===== config.mk =====
export PLATFORM = sky130hd
export DESIGN_NAME = ecc_secded_dec_pipe
export DESIGN_NICKNAME = d
export VERILOG_FILES = /design/src/rtl/ecc_secded_dec_pipe.sv
export SDC_FILE = /design/constraint.sdc
export NUM_CORES = 1
export LEC_CHECK = 0
export CORE_AREA = 2 2 78 73
export DETAILED_ROUTE_END_ITERATION = 7
export DIE_AREA = 0 0 80 75
export MAX_ROUTING_LAYER = met4
export SLEW_MARGIN = 20
export SYNTH_ARGS = -nofsm -noshare
export SYNTH_HDL_FRONTEND = slang
export SYNTH_SLANG_ARGS = --single-unit

===== constraint.sdc =====
create_clock -name clk -period 1.15 [get_ports clk]
set_clock_uncertainty 0.05 [all_clocks]
set_input_delay 0.115 -clock clk [delete_from_list [all_inputs] [get_ports clk]]
set_output_delay 0.115 -clock clk [all_outputs]
set_load 0.05 [all_outputs]

===== src/rtl/ecc_secded_dec_pipe.sv =====
// Two-stage pipelined Hamming SECDED decoder with valid qualification.
// Optional saturating error-event counters are built when ECC_SECDED_DEC_CNT_EN is defined.
module ecc_secded_dec_pipe #(
    parameter int DW   = 8,
    parameter int PW   = 4,
    parameter int CNTW = 16
) (
    input  logic               clk,
    input  logic               rst,
    input  logic               ivld,
    input  logic [DW+PW:0]     idat,
    input  logic               dis,
    output logic               ovld,
    output logic [DW-1:0]      odat,
    output logic               osec,
    output logic               oded,
    output logic [PW-1:0]      osyn,
    input  logic               cnt_clr,
    output logic [CNTW-1:0]    sec_cnt,
    output logic [CNTW-1:0]    ded_cnt
);

    localparam int CW = DW + PW + 1;
    localparam int NP = DW + PW;

    function automatic int min_pw(input int dw);
        int r;
        r = 0;
        for (int p = 8; p >= 1; p--) begin
            if ((1 << p) >= dw + p + 1) r = p;
        end
        return r;
    endfunction

    // Hamming position of data bit j: the j-th position that is not a power of two.
    function automatic int data_pos(input int j);
        int n;
        int r;
        n = 0;
        r = 0;
        for (int i = 1; i < 128; i++) begin
            if ((i & (i - 1)) != 0) begin
                if (n == j) r = i;
                n++;
            end
        end
        return r;
    endfunction

    if (PW != min_pw(DW) || DW < 4 || DW > 64 || CNTW < 2 || CNTW > 32) begin : g_bad_param
        $error("ecc_secded_dec_pipe: illegal DW/PW/CNTW combination");
    end

    logic [PW-1:0] syn_c;
    logic          par_c;
    logic [DW-1:0] dat_c;

    always_comb begin
        syn_c = '0;
        for (int i = 1; i <= NP; i++) begin
            for (int k = 0; k < PW; k++) begin
                if (((i >> k) & 1) != 0) syn_c[k] = syn_c[k] ^ idat[i-1];
            end
        end
        par_c = ^idat[CW-1:0];
        if (dis) begin
            syn_c = '0;
            par_c = 1'b0;
        end
        for (int j = 0; j < DW; j++) begin
            dat_c[j] = idat[data_pos(j)-1];
        end
    end

    // stage 1: raw data, syndrome, overall parity
    logic          vld_p1;
    logic [DW-1:0] dat_p1;
    logic [PW-1:0] syn_p1;
    logic          par_p1;
    logic          dis_p1;

    always_ff @(posedge clk) begin
        if (rst) begin
            vld_p1 <= 1'b0;
            dat_p1 <= '0;
            syn_p1 <= '0;
            par_p1 <= 1'b0;
            dis_p1 <= 1'b0;
        end else begin
            vld_p1 <= ivld;
            dat_p1 <= dat_c;
            syn_p1 <= syn_c;
            par_p1 <= par_c;
            dis_p1 <= dis;
        end
    end

    logic          in_rng;
    logic          sec_c;
    logic          ded_c;
    logic [DW-1:0] odat_c;

    // A syndrome beyond the last codeword position can only come from a multi-bit error.
    assign in_rng = ({1'b0, syn_p1} <= (PW+1)'(NP));
    assign sec_c  = ~dis_p1 & par_p1 & in_rng;
    assign ded_c  = ~dis_p1 & ((par_p1 & ~in_rng) | (~par_p1 & (syn_p1 != '0)));

    always_comb begin
        for (int j = 0; j < DW; j++) begin
            odat_c[j] = dat_p1[j] ^ (sec_c & (syn_p1 == PW'(data_pos(j))));
        end
    end

    // stage 2: corrected data, flags, syndrome
    logic          vld_p2;
    logic [DW-1:0] dat_p2;
    logic [PW-1:0] syn_p2;
    logic          sec_p2;
    logic          ded_p2;

    always_ff @(posedge clk) begin
        if (rst) begin
            vld_p2 <= 1'b0;
            dat_p2 <= '0;
            syn_p2 <= '0;
            sec_p2 <= 1'b0;
            ded_p2 <= 1'b0;
        end else begin
            vld_p2 <= vld_p1;
            sec_p2 <= vld_p1 & sec_c;
            ded_p2 <= vld_p1 & ded_c;
            if (vld_p1) begin
                dat_p2 <= odat_c;
                syn_p2 <= syn_p1;
            end
        end
    end

    assign ovld = vld_p2;
    assign odat = dat_p2;
    assign osec = sec_p2;
    assign oded = ded_p2;
    assign osyn = syn_p2;

`ifdef ECC_SECDED_DEC_CNT_EN
    function automatic logic [CNTW-1:0] cnt_next(input logic [CNTW-1:0] cur,
                                                 input logic ev, input logic clr);
        if (clr) return ev ? CNTW'(1) : '0;
        if (ev && cur != '1) return cur + CNTW'(1);
        return cur;
    endfunction

    logic [CNTW-1:0] sec_cnt_p2;
    logic [CNTW-1:0] ded_cnt_p2;

    always_ff @(posedge clk) begin
        if (rst) begin
            sec_cnt_p2 <= '0;
            ded_cnt_p2 <= '0;
        end else begin
            sec_cnt_p2 <= cnt_next(sec_cnt_p2, vld_p1 & sec_c, cnt_clr);
            ded_cnt_p2 <= cnt_next(ded_cnt_p2, vld_p1 & ded_c, cnt_clr);
        end
    end

    assign sec_cnt = sec_cnt_p2;
    assign ded_cnt = ded_cnt_p2;
`else
    logic unused_cnt_clr;
    assign unused_cnt_clr = cnt_clr;
    assign sec_cnt = '0;
    assign ded_cnt = '0;
`endif

endmodule

# ---- After elaboration in Yosys (flattened, before gate mapping)
# Index checks and enable logic that the tools add are counted.
# Widths: inputs -> output; s select.
dict set report totals {
  output_inout_bits 47
  word_cells 67
  ff_bits 30
  input_bits 18
}
dict set report op_classes {
  order_cmp 1
  reduce_logical 3
  bitwise 45
  eq_ne 8
}
# cell n
set op_table {}
lappend op_table {{$xor 1x1->1} 26}
lappend op_table {{$eq 4x4->1 const B} 4}
lappend op_table {{$and 1x1->1} 15}
lappend op_table {{$reduce_xor 13->1} 1}
lappend op_table {{$eq 4x3->1 const B} 3}
lappend op_table {{$eq 4x2->1 const B} 1}
lappend op_table {{$le 4x4->1 const B} 1}
lappend op_table {{$reduce_bool 4->1} 1}
lappend op_table {{$not 1->1} 3}
lappend op_table {{$reduce_or 2->1} 1}
lappend op_table {{$or 1x1->1} 1}

# ---- Logic depth before layout (Yosys ltp)
dict set report logic_depth {
  depth_word 6
  depth_mapped 4
}

# ---- Worst setup path before layout
# Ideal clock, no wire load.
dict set report synth_path {
  path_type {flip-flop to flip-flop}
  startpoint {reg par_p1}
  endpoint {reg dat_p2[7], in the netlist odat[7]}
  required_time_ns 1.014
  stages_incl_launch_ff 5
  path_slack_ns -0.108
  arrival_time_ns 1.122
  path_buffers 0
  period_less_slack_ns 1.258
  setup_time_ns 0.086
  cell_sequence {dfxtp_1 -> nor4bb_1 -> nand2_1 -> xor2_1 -> a211oi_1}
}
dict set report synth_via {
  elab_chain_len 4
}
# element line_no
set synth_rtl {}
lappend synth_rtl {{from (decl)} 79} ;# logic par_p1;
lappend synth_rtl {{from (signal assigned)} 93} ;# par_p1 <= par_c;
lappend synth_rtl {{$and 1x1->1 (2 in series)} 105} ;# assign sec_c = ~dis_p1 & par_p1 & in_rng;
lappend synth_rtl {{$and 1x1->1} 110} ;# odat_c[j] = dat_p1[j] ^ (sec_c & (syn_p1 == PW'(data_pos(j))));
lappend synth_rtl {{$xor 1x1->1} 110}
lappend synth_rtl {{to (signal assigned)} 133} ;# dat_p2 <= odat_c;
lappend synth_rtl {{to (decl)} 116} ;# logic [DW-1:0] dat_p2;
# Every way passes these cells.
# A chain may end at the register's enable or synchronous reset.

# ---- Worst setup path after layout
dict set report layout_path {
  startpoint {reg dis_p1}
  endpoint {reg dat_p2[6], in the netlist odat[6]}
}
dict set report layout_via {
  elab_chain_len 5
}
# element line_no
set layout_rtl {}
lappend layout_rtl {{from (decl)} 80} ;# logic dis_p1;
lappend layout_rtl {{from (signal assigned)} 94} ;# dis_p1 <= dis;
lappend layout_rtl {{$not 1->1} 105}
lappend layout_rtl {{$and 1x1->1 (2 in series)} 105}
lappend layout_rtl {{$and 1x1->1} 110}
lappend layout_rtl {{$xor 1x1->1} 110}
# Every way passes these cells.

==> results.toml <==
[pwr]
ir_worst_vdd_v = 0.000472
power.static_leakage_uw = 0.00103
powerDensity_mw_per_mm2 = 1280

[worst_setup_path]
path_buf_inv = 0
cp_cell_sequence = "and4bb_2 > nand3_1 > xor2_1 > a211oi_1"
cp.arrival_ps = 1380
critPathKind = "reg2reg"
reg2regPathDepth = 4
setup.worst_path.start_class = "flop"
regToRegSetupSlack_ps = -100
r2r-end = "odat[6]$_SDFFE_PP0P_"
path_delay_family = "simple AND/OR/NAND/NOR gates"
worst-endpoint-required_ps = 1280
cpMaxStageDelayCell = "sky130_fd_sc_hd__dfxtp_2"
cp-end-kind = "flop"
regToRegStartpoint = "dis_p1$_SDFF_PP0_"
path_depth = 4
worstPathMaxFanout = 4
critPathMaxStageDelay_ps = 350
worstSetupEndpoint = "odat[6]$_SDFFE_PP0P_"
setup.worst_path.start = "dis_p1$_SDFF_PP0_"

[synthesis]
post_synth_num_cell_types = 26
yosys-top-cells-area = "sky130_fd_sc_hd__dfxtp_1, sky130_fd_sc_hd__buf_4, sky130_fd_sc_hd__xnor2_1, sky130_fd_sc_hd__nor2b_1, sky130_fd_sc_hd__xor2_1"
yosys.area.top_type_share_pct = 39.7
mappedNetlistArea_sq_mm = 0.00151
synthCells = 158
postSynthRegisterBits = 30
yosysWarningCount = 0
synthesis.area_per_instance_sq_um = 9.57
synth_largest_area_cell = "sky130_fd_sc_hd__dfxtp_1"
synth.yosys.seq_area_share_pct = 39.7

[route]
dr.pass1.iters = 3
drc_marker_count_from_the_first_detailed_route_iteration = 20
route.detailed.drc = 0
drt-total-wl_um = 2890
post_detailed_route_wirelength_per_cell_um = 10.1
drt-vias-per-instance = 3.80
route.vias.total = 1090
antenna_violating_nets_post_route = 0

[die]
initial_utilization_pct = 29.5
fp.dieArea_sq_mm = 0.00600
dieWidth_um = 80
die_h_um = 75
boundaryPins = 65
placementRows = 25
core-area_sq_mm = 0.00513

[timing]
fin_crit_sh_pct = 109
finalMaxSlewViolations = 0
tns_ps = -509
fmax_ghz = 0.799
period_needed_ps = 1250
setup_viol = 8
number_of_hold_slack_violations_in_the_final_timing_report = 0
timing.final.ws_setup_ps = -101
rsz_0062_raised_after_global_routing = "true"

[clock_tree]
insertion_delay_ps = 260
buffer_type_at_the_clock_tree_root = "sky130_fd_sc_hd__clkbuf_8"
clk_pin_slew_ps = 50
ctsHtreeMaxLevel = 2
tritoncts = "built"
cts_num_sinks = 30
tritoncts.num_buffers = 5
max-clock-path-buffers = 2

[finish]
drive_gt1_share_pct = 35.0
layoutNonFillerInstCount = 287
synth_to_final_area_change_pct = 54.5
antenna_diode_count = 0
finish.net_count = 239
fillers = 512

[placed_design]
gpl_wtd_cong = 0.707
detailedPlacementHpwl_um = 2260
port-buffer-count = 31
place_inst = 275

[global_route]
grt_remaining_overflow = 0
antenna_violations_before_repair = 0
global_route.usage.total_pct = 10.1
grt_pass1_wl_um = 4480
vias_in_the_first_global_route = 1029
grt_start_max_net_pins = 15

[outcome]
failed_checks = "setup timing"
status = "finished, violations left"

[run]
count_of_maximum_capacitance_violations = 0

[min_path]
timing.hold.worst.class = "in2reg"
==> layout by cell type (no fill, tap or decap), types with 6 or more instances in the layout <==
master and instances:
sky130_fd_sc_hd__xor2_1 7, sky130_fd_sc_hd__dfxtp_1 24, sky130_fd_sc_hd__conb_1 32, sky130_fd_sc_hd__nand2_1 6
sky130_fd_sc_hd__buf_12 15, sky130_fd_sc_hd__xnor2_1 10, sky130_fd_sc_hd__nor2b_1 12, sky130_fd_sc_hd__nor2_1 18
sky130_fd_sc_hd__clkbuf_8 6, sky130_fd_sc_hd__a211oi_1 7, sky130_fd_sc_hd__buf_4 30, sky130_fd_sc_hd__dlygate4sd2_1 6
==> cell families (layout without fill, tap and decap cells) <==
kind of cell / count (synthesis) / in the layout / share of synthesized area [%]
buf+inv: 37 / 68 / 17.1
compound gates: 11 / 11 / 5.29
simple gates: 49 / 49 / 16.7
mux: 4 / 4 / 2.65
flops: 30 / 30 / 39.7
other cells: 1 / 32 / 0.248
xor+xnor: 26 / 26 / 18.3
==> cell usage after synthesis <==
cell,instances
sky130_fd_sc_hd__nand2b_1,1
sky130_fd_sc_hd__a211oi_1,8
sky130_fd_sc_hd__nor2_1,18
sky130_fd_sc_hd__xnor2_1,14
sky130_fd_sc_hd__a21oi_1,1
sky130_fd_sc_hd__and4bb_2,1
sky130_fd_sc_hd__buf_4,32
sky130_fd_sc_hd__nor2b_1,14
sky130_fd_sc_hd__mux2i_1,4
sky130_fd_sc_hd__o211a_1,1
sky130_fd_sc_hd__nand3_1,1
sky130_fd_sc_hd__inv_1,1
sky130_fd_sc_hd__o21ai_0,1
sky130_fd_sc_hd__nand2_1,7
sky130_fd_sc_hd__clkbuf_1,4
sky130_fd_sc_hd__or2_1,1
sky130_fd_sc_hd__xor2_1,8
sky130_fd_sc_hd__nor3b_1,1
sky130_fd_sc_hd__xnor2_2,1
sky130_fd_sc_hd__nor3_1,1
sky130_fd_sc_hd__nand4_1,1
sky130_fd_sc_hd__nor4bb_1,1
sky130_fd_sc_hd__dfxtp_1,30
sky130_fd_sc_hd__xnor3_1,3
sky130_fd_sc_hd__conb_1,1
sky130_fd_sc_hd__nor4_1,2
==> cell type report <==
type	instances	area, sq um	area share [%]
multi-input cells	122	876	37.5
flip-flops and latches	30	621	26.6
inverters	1	3.75	0.161
repair buffers	61	671	28.7
well taps	67	83.8	3.59
clock buffers	6	82.6	3.53
==> worst min-delay path by stage <==
stage          slack, ps              endpoint                  from  cells past startpoint
6_report             150  dat_p1[4]$_SDFF_PP0_               idat[8]                      3
4_1_cts              190  dat_p1[5]$_SDFF_PP0_               idat[9]                      2
5_1_grt              160  dat_p1[2]$_SDFF_PP0_               idat[5]                      3
2_1_floorplan        130     dis_p1$_SDFF_PP0_                   rst                      1
3_3_place_gp         460  odat[0]$_SDFFE_PP0P_  odat[0]$_SDFFE_PP0P_                      2
3_5_place_dp         460  odat[5]$_SDFFE_PP0P_  odat[5]$_SDFFE_PP0P_                      2
==> worst register-to-register path: cells and delay by family, from the launching register on <==
family	cells	cell delay (ps)
simple gates	2	430
flops	1	350
compound gates	1	190
xor+xnor	1	150
==> state kept, by name, summed over array words and instances (netlist names) <==
signal	count
osyn	4
par_p1	1
osec	1
dis_p1	1
odat	8
ovld	1
dat_p1	8
oded	1
vld_p1	1
syn_p1	4
==> report_power, final <==
part / internal, uW / switching (uW) / total (uW) / leakage (uW)
Sequential: 1110 / 77.8 / 1190 / 0.000251
Combinational: 468 / 547 / 1020 / 0.000732
Clock: 459 / 321 / 780 / 0.0000431
Total: 2040 / 946 / 2990 / 0.00103
==> timing repair <==
| action | in CTS | in global routing |
|---|---|---|
| setup buffers | 4 | 2 |
| hold buffers | 0 | 0 |
| setup endpoints to repair | 13 | 12 |
| pin swaps | 16 | 12 |
| gates resized for setup | 27 | 16 |
==> per-layer routing <==
metal / share of wire [%] / vias up / GRT usage (%)
li1: - / 574 / -
met4: 0.73 / 0 / 5.46
met3: 6.0 / 2 / 3.24
met2: 49 / 34 / 15.8
met1: 44 / 480 / 11.6
met5: 0 / - / -
==> through the flow <==
stage / utilization (%) / setup WS (ps) / power [uW] / hold WS, ps / cell area, sq um
finish: 45.6 / -101 / 2990 / 147 / 2340
global placement: 41.3 / -555 / 2100 / 461 / 2120
global route: 45.6 / -167 / 3120 / 161 / 2340
detailed placement: 41.3 / -624 / 2120 / 464 / 2120
CTS: 44.6 / -119 / 2960 / 186 / 2290
floorplan: - / -21.7 / 1870 / 129 / 1650
(Power assumes the default switching activity.)
